**config.mk**
```make
export PLATFORM = sky130hd
export DESIGN_NAME = wb_arb_master
export DESIGN_NICKNAME = d
export VERILOG_FILES = /design/src/rtl/wb_arb_pkg.sv /design/src/rtl/wb_timeout_cnt.sv /design/src/rtl/wb_arb_master.sv
export SDC_FILE = /design/constraint.sdc
export NUM_CORES = 1
export LEC_CHECK = 0
export ABC_AREA = 1
export BUFFER_PORTS_ARGS = -buffer_cell sky130_fd_sc_hd__clkbuf_2
export CORE_AREA = 2 2 94 132
export DETAILED_ROUTE_END_ITERATION = 12
export DIE_AREA = 0 0 96 134
export PLACE_DENSITY_LB_ADDON = 0.1
export SYNTH_ARGS = -nofsm -noshare
export SYNTH_HDL_FRONTEND = slang
export SYNTH_SLANG_ARGS = --single-unit
export TNS_END_PERCENT = 1
```
**constraint.sdc**
```tcl
create_clock -name clk -period 3.8 [get_ports clk]
set_input_delay 0.95 -clock clk [delete_from_list [all_inputs] [get_ports clk]]
set_output_delay 0.95 -clock clk [all_outputs]
set_load 0.02 [all_outputs]
```
**src/rtl/wb_arb_pkg.sv**
```systemverilog
// wb_arb_pkg: state encoding and default widths shared by the arbitrated Wishbone master
package wb_arb_pkg;
    typedef enum logic [1:0] {IDLE, REQ, BUS, RSP} state_t;
    localparam int AW_DEF      = 32;
    localparam int DW_DEF      = 32;
    localparam int TIMEOUT_DEF = 255;
endpackage

```
**src/rtl/wb_timeout_cnt.sv**
```systemverilog
// wb_timeout_cnt: wait-cycle counter that flags the cycle in which TIMEOUT waits have elapsed
// ports: clk/rst clock and sync reset; clr_i zeroes the count; en_i counts one waiting cycle; expired_o is high on the TIMEOUT-th enabled cycle
module wb_timeout_cnt #(
    parameter int TIMEOUT = 255
) (
    input  logic clk,
    input  logic rst,
    input  logic clr_i,
    input  logic en_i,
    output logic expired_o
);
    localparam int W = $clog2(TIMEOUT + 1);
    logic [W-1:0] cnt_q, cnt_d;
    assign cnt_d = clr_i ? '0 : en_i ? cnt_q + W'(1) : cnt_q;
    always_ff @(posedge clk) cnt_q <= rst ? '0 : cnt_d;
    // the current waiting cycle is number cnt_q+1, so expiry fires on that cycle rather than one later
    assign expired_o = en_i && ({1'b0, cnt_q} + (W+1)'(1) == (W+1)'(TIMEOUT));
endmodule

```
**src/rtl/wb_arb_master.sv**
```systemverilog
// wb_arb_master: burst command to Wishbone classic master that holds its arbiter grant for the whole burst
// ports: cmd_* command in; wdat_* write-data stream in; rsp_* per-beat response out;
//        arb_req/arb_gnt arbiter request and grant; wb_*_o / wb_*_i Wishbone classic master bus
module wb_arb_master
    import wb_arb_pkg::*;
#(
    parameter int AW      = AW_DEF,
    parameter int DW      = DW_DEF,
    parameter int TIMEOUT = TIMEOUT_DEF
) (
    input  logic            clk,
    input  logic            rst,
    input  logic            cmd_valid,
    output logic            cmd_ready,
    input  logic            cmd_we,
    input  logic [AW-1:0]   cmd_adr,
    input  logic [DW/8-1:0] cmd_sel,
    input  logic [3:0]      cmd_len,
    input  logic            wdat_valid,
    output logic            wdat_ready,
    input  logic [DW-1:0]   wdat,
    output logic            rsp_valid,
    input  logic            rsp_ready,
    output logic [DW-1:0]   rsp_dat,
    output logic            rsp_err,
    output logic            rsp_last,
    output logic            arb_req,
    input  logic            arb_gnt,
    output logic            wb_cyc_o,
    output logic            wb_stb_o,
    output logic            wb_we_o,
    output logic [AW-1:0]   wb_adr_o,
    output logic [DW-1:0]   wb_dat_o,
    output logic [DW/8-1:0] wb_sel_o,
    input  logic [DW-1:0]   wb_dat_i,
    input  logic            wb_ack_i,
    input  logic            wb_err_i
);
    localparam int SW = DW / 8;
    state_t        state_q, state_d;
    logic          we_q, we_d, cmd_ready_q, cmd_ready_d, wdat_ready_q, wdat_ready_d;
    logic          stb_q, stb_d, cyc_q, cyc_d, req_q, req_d;
    logic          rsp_valid_q, rsp_valid_d, rsp_err_q, rsp_err_d, rsp_last_q, rsp_last_d;
    logic [AW-1:0] adr_q, adr_d;
    logic [SW-1:0] sel_q, sel_d;
    logic [3:0]    len_q, len_d, beat_q, beat_d;
    logic [DW-1:0] wdat_q, wdat_d, rsp_dat_q, rsp_dat_d;
    logic          expired, done;
    assign done = wb_ack_i || wb_err_i;
    wb_timeout_cnt #(.TIMEOUT(TIMEOUT)) u_tmo (
        .clk       (clk),
        .rst       (rst),
        .clr_i     (!stb_q),
        .en_i      (stb_q && !done),
        .expired_o (expired)
    );
    always_ff @(posedge clk) begin
        if (rst) begin
            state_q      <= IDLE;
            we_q         <= 1'b0;
            adr_q        <= '0;
            sel_q        <= '0;
            len_q        <= '0;
            beat_q       <= '0;
            wdat_q       <= '0;
            cmd_ready_q  <= 1'b1;
            wdat_ready_q <= 1'b0;
            stb_q        <= 1'b0;
            cyc_q        <= 1'b0;
            req_q        <= 1'b0;
            rsp_valid_q  <= 1'b0;
            rsp_err_q    <= 1'b0;
            rsp_last_q   <= 1'b0;
            rsp_dat_q    <= '0;
        end else begin
            state_q      <= state_d;
            we_q         <= we_d;
            adr_q        <= adr_d;
            sel_q        <= sel_d;
            len_q        <= len_d;
            beat_q       <= beat_d;
            wdat_q       <= wdat_d;
            cmd_ready_q  <= cmd_ready_d;
            wdat_ready_q <= wdat_ready_d;
            stb_q        <= stb_d;
            cyc_q        <= cyc_d;
            req_q        <= req_d;
            rsp_valid_q  <= rsp_valid_d;
            rsp_err_q    <= rsp_err_d;
            rsp_last_q   <= rsp_last_d;
            rsp_dat_q    <= rsp_dat_d;
        end
    end
    always_comb begin
        state_d      = state_q;
        we_d         = we_q;
        adr_d        = adr_q;
        sel_d        = sel_q;
        len_d        = len_q;
        beat_d       = beat_q;
        wdat_d       = wdat_q;
        cmd_ready_d  = cmd_ready_q;
        wdat_ready_d = 1'b0;
        stb_d        = stb_q;
        cyc_d        = cyc_q;
        req_d        = req_q;
        rsp_valid_d  = rsp_valid_q;
        rsp_err_d    = rsp_err_q;
        rsp_last_d   = rsp_last_q;
        rsp_dat_d    = rsp_dat_q;
        case (state_q)
            IDLE: if (cmd_valid && cmd_ready_q) begin
                we_d        = cmd_we;
                adr_d       = cmd_adr;
                sel_d       = cmd_sel;
                len_d       = cmd_len;
                beat_d      = '0;
                req_d       = 1'b1;
                cmd_ready_d = 1'b0;
                state_d     = REQ;
            end
            REQ: if (arb_gnt) begin
                cyc_d        = 1'b1;
                stb_d        = !we_q;
                wdat_ready_d = we_q;
                state_d      = BUS;
            end
            BUS: begin
                if (!arb_gnt) begin
                    // grant lost: release the bus now and report a terminal error
                    stb_d       = 1'b0;
                    cyc_d       = 1'b0;
                    rsp_valid_d = 1'b1;
                    rsp_err_d   = 1'b1;
                    rsp_last_d  = 1'b1;
                    rsp_dat_d   = '0;
                    state_d     = RSP;
                end else if (stb_q) begin
                    if (done || expired) begin
                        // err wins over ack; neither means the wait expired
                        stb_d       = 1'b0;
                        rsp_valid_d = 1'b1;
                        rsp_err_d   = wb_err_i || !wb_ack_i;
                        rsp_last_d  = wb_err_i || !wb_ack_i || beat_q == len_q;
                        rsp_dat_d   = (we_q || !done) ? '0 : wb_dat_i;
                        state_d     = RSP;
                    end
                end else if (wdat_ready_q && wdat_valid) begin
                    wdat_d = wdat;
                    stb_d  = 1'b1;
                end else begin
                    wdat_ready_d = 1'b1;
                end
            end
            RSP: if (rsp_ready) begin
                rsp_valid_d = 1'b0;
                if (rsp_last_q) begin
                    cyc_d       = 1'b0;
                    req_d       = 1'b0;
                    cmd_ready_d = 1'b1;
                    state_d     = IDLE;
                end else begin
                    adr_d        = adr_q + AW'(SW);
                    beat_d       = beat_q + 4'd1;
                    stb_d        = !we_q;
                    wdat_ready_d = we_q;
                    state_d      = BUS;
                end
            end
            default: state_d = IDLE;
        endcase
    end
    assign cmd_ready  = cmd_ready_q;
    assign wdat_ready = wdat_ready_q;
    assign rsp_valid  = rsp_valid_q;
    assign rsp_dat    = rsp_dat_q;
    assign rsp_err    = rsp_err_q;
    assign rsp_last   = rsp_last_q;
    assign arb_req    = req_q;
    assign wb_cyc_o   = cyc_q;
    assign wb_stb_o   = stb_q;
    assign wb_we_o    = we_q;
    assign wb_adr_o   = adr_q;
    assign wb_dat_o   = wdat_q;
    assign wb_sel_o   = sel_q;
endmodule

```
==> out/results.ini <==
[layout]
postLayoutCoreUtil_pct=68.38
area_growth_pct=29.13
nFillCells=1086
drive_above_1_share_pct=23.80
finalNetCount=1272
diodes=0
stdcell_area_um2=8003

[sta]
rsz0062_at_grt=false
tightestPinTransition_ns=0.9579
post-route-min-period_ns=2.593
hold_slack_ns=0.4503
slew_viol_final=0
fin_setup_tns_ns=0
finalHoldViolCount=0
setup_viol=0
finalCritPeriodShare_pct=68.24
skew_ns=0.01219
clock.fmax_mhz=385.6
relSlewSlack_pct=36.07

[floorplan]
core-area_um2=11700
start_util_pct=52.96
num_rows=47
die_w_um=96
die_y_um=134
dieArea_um2=12860
io_pins=222

[clock_tree]
cts_buffers=17
clock_path_buffers=2
postCtsSetupRepairBufs=0
postCtsHoldBufs=0
cts_max_level=4
root_buffer=clkbuf_16
cts_tree=yes
clock_latency_ns=0.42
cts_sinks=127
clkTransAtPathRegs_ns=0.06
ctsResizeCount=0

[power_and_ir_drop]
peakVddDrop_v=0.0003601
p_switching_mw=2.163
power_frac_clock_pct=32.0
switching_share_pct=38.86
p_int_mw=3.403
leakagePower_nw=3.741
power_density_nw_per_um2=695.6
power.total_mw=5.567
pwr-share-seq_pct=34.6
combPwrFrac_pct=33.4

[placed_design]
port_buffers=221
place_hpwl_um=12000
gp_routability_congestion=0.9034
placed_cell_area_um2=7355

[critical_path]
startpoint_type=input pin
cp.arrival_ns=2.90
r2r_setup_slack_ns=1.39
crit_top_cell=nand2_1
crit_path_end_kind=flip-flop
critPathKind=in2reg
r2r_cells=9
r2r_start=state_q[1]$_SDFFE_PP0P_
cp_max_fo=67
crit_family=simple AND/OR/NAND/NOR gates
worstPathCellList=clkbuf_2 -> or2_1 -> nor2_4 -> nand3_2 -> nor2_1 -> nand2_1 -> a21boi_4 -> buf_4 -> nand2_1 -> nand2_1 -> nor2_1
regToRegEndpoint=wb_adr_o[12]$_SDFFE_PP0P_
crit_buf_inv=2
slowest_stage=buf_4
required_ns=4.11
cp_slowest_stage_delay_ns=0.50

[logic_synthesis]
yosys.area.top_type=dfxtp_1
synth_edf_count=0
synthArstFlopShare_pct=0
synth_cell_types=38
yosys.area.top_type_share_pct=41.03
syn_nets=1069
seq_area_frac_synth_pct=41.03
synthFlopType=dfxtp_1
synth_commonest_cells=247 x nand2_1, 220 x nor2_1, 127 x dfxtp_1
synthTopCellsByArea=dfxtp_1 41%, nand2_1 15%, nor2_1 13%, o21ai_0 5.6%, a21oi_1 4.1%
postSynthCellCount=948
yosys_warnings=0
ys_ff_latch=127
syn_area_um2=6197
synth.most_common_cell=nand2_1
syn-mean-instance-area_um2=6.537

[run_status]
status=complete, no violations

[flow_run]
cap_violations=0

[routing]
drt_iter0_markers=390
drt_pre_antenna_iters=8
wl_per_cell_um=12.90
vias=6678
vias_per_cell=5.094
wl_um=16910
drc=0
antenna_left=0

[grt]
grt_overflow=0
grt_usage_pct=26.35
grt_pass1_wl_um=27330
grt_max_degree=68
antenna_found_initial=0
grt_pass1_vias=6110

[min_path]
hold_path_class=reg2reg
hold_end=wb_sel_o[3]$_SDFFE_PP0P_
min_from=wb_sel_o[3]$_SDFFE_PP0P_
hold_depth=2

[state kept, by name, indices dropped and copies added, names as in the netlist, 2 cells and up]
signal,cells
beat_q,4
len_q,4
rsp_dat,32
state_q,2
u_tmo.cnt_q,8
wb_adr_o,32
wb_dat_o,32
wb_sel_o,4
[stage by stage]
step | setup slack, ns | std cells
after floorplan | 1.526 | 948
after global placement | 0.9135 | 1279
after detailed placement | 0.8391 | 1279
after CTS | 1.209 | 1311
after global routing | 1.027 | 1311
final | 1.207 | 1311
[logic make-up (layout without fill, tap and decap cells)]
logic type	after synthesis	count (layout)	share of synthesized area, %
compound gates	149	149	12.94
xor+xnor	13	13	1.837
fa+ha+maj	8	8	1.615
buf+inv	107	323	7.228
flops	127	127	41.03
simple gates	544	544	35.35
[tightest hold or removal path, delay by kind of cell, from the launching register on]
| kind | cells | cell delay (ns) |
|---|---|---|
| buffers and inverters | 1 | 0.05 |
| DFF | 1 | 0.31 |
| AOI/OAI and AO/OA | 1 | 0.05 |
[power by group through the flow]
stage                     Clock (mW)  Combinational (mW)  Sequential, mW
final                           1.78                1.86            1.92
after floorplan                    0                1.05            2.18
after detailed placement           0                1.85            1.95
after CTS                       1.80                1.87            1.92
after global routing            1.86                2.08            1.97
after global placement             0                1.83            1.95
[area by class of cell]
cell class | instances | area (um^2) | share of cell area (%)
clock buffers | 20 | 466.7 | 5.832
inverters | 60 | 225.2 | 2.814
flip-flops and latches | 127 | 2542 | 31.77
clock inverters | 12 | 181.4 | 2.267
multi-input cells | 714 | 3222 | 40.26
well taps | 147 | 183.9 | 2.298
repair buffers | 231 | 1181 | 14.76
[placed cells by master, fill, tap and decap left out, drive strengths merged, types with 2 or more instances in the layout]
cell type,Yosys,layout
a211oi,4,4
xor2,12,12
nand4,11,11
nor3,14,14
buf,20,10
nor2,222,222
dfxtp,127,127
a31oi,5,5
bufinv,0,4
o21ai,76,76
nand3,36,36
ha,8,8
clkinv,0,5
or2,4,4
nand2,247,247
o211ai,6,6
o21bai,2,2
clkbuf,27,241
a21oi,52,52
nand3b,6,6
inv,60,62
[per-layer routing]
layer  GRT usage (%)  up-vias  wire, um
met1           31.14     3011      7120
met5               0        -         0
met3           6.292       24      1122
met4           9.762        0       309
li1                -     3431         -
met2           45.45      212      8360
[how the worst max path moves through the flow]
stage | startpoint | end | depth (start not counted)
6_report | wb_err_i | rsp_dat[4]$_SDFFE_PP0P_ | 11
3_5_place_dp | wb_err_i | rsp_dat[14]$_SDFFE_PP0P_ | 11
2_1_floorplan | wb_err_i | rsp_dat[10]$_SDFFE_PP0P_ | 11
4_1_cts | wb_err_i | rsp_dat[4]$_SDFFE_PP0P_ | 11
3_3_place_gp | wb_err_i | rsp_dat[14]$_SDFFE_PP0P_ | 11
5_1_grt | wb_err_i | rsp_dat[19]$_SDFFE_PP0P_ | 11
Note: power is estimated with default switching activity, not from simulation.
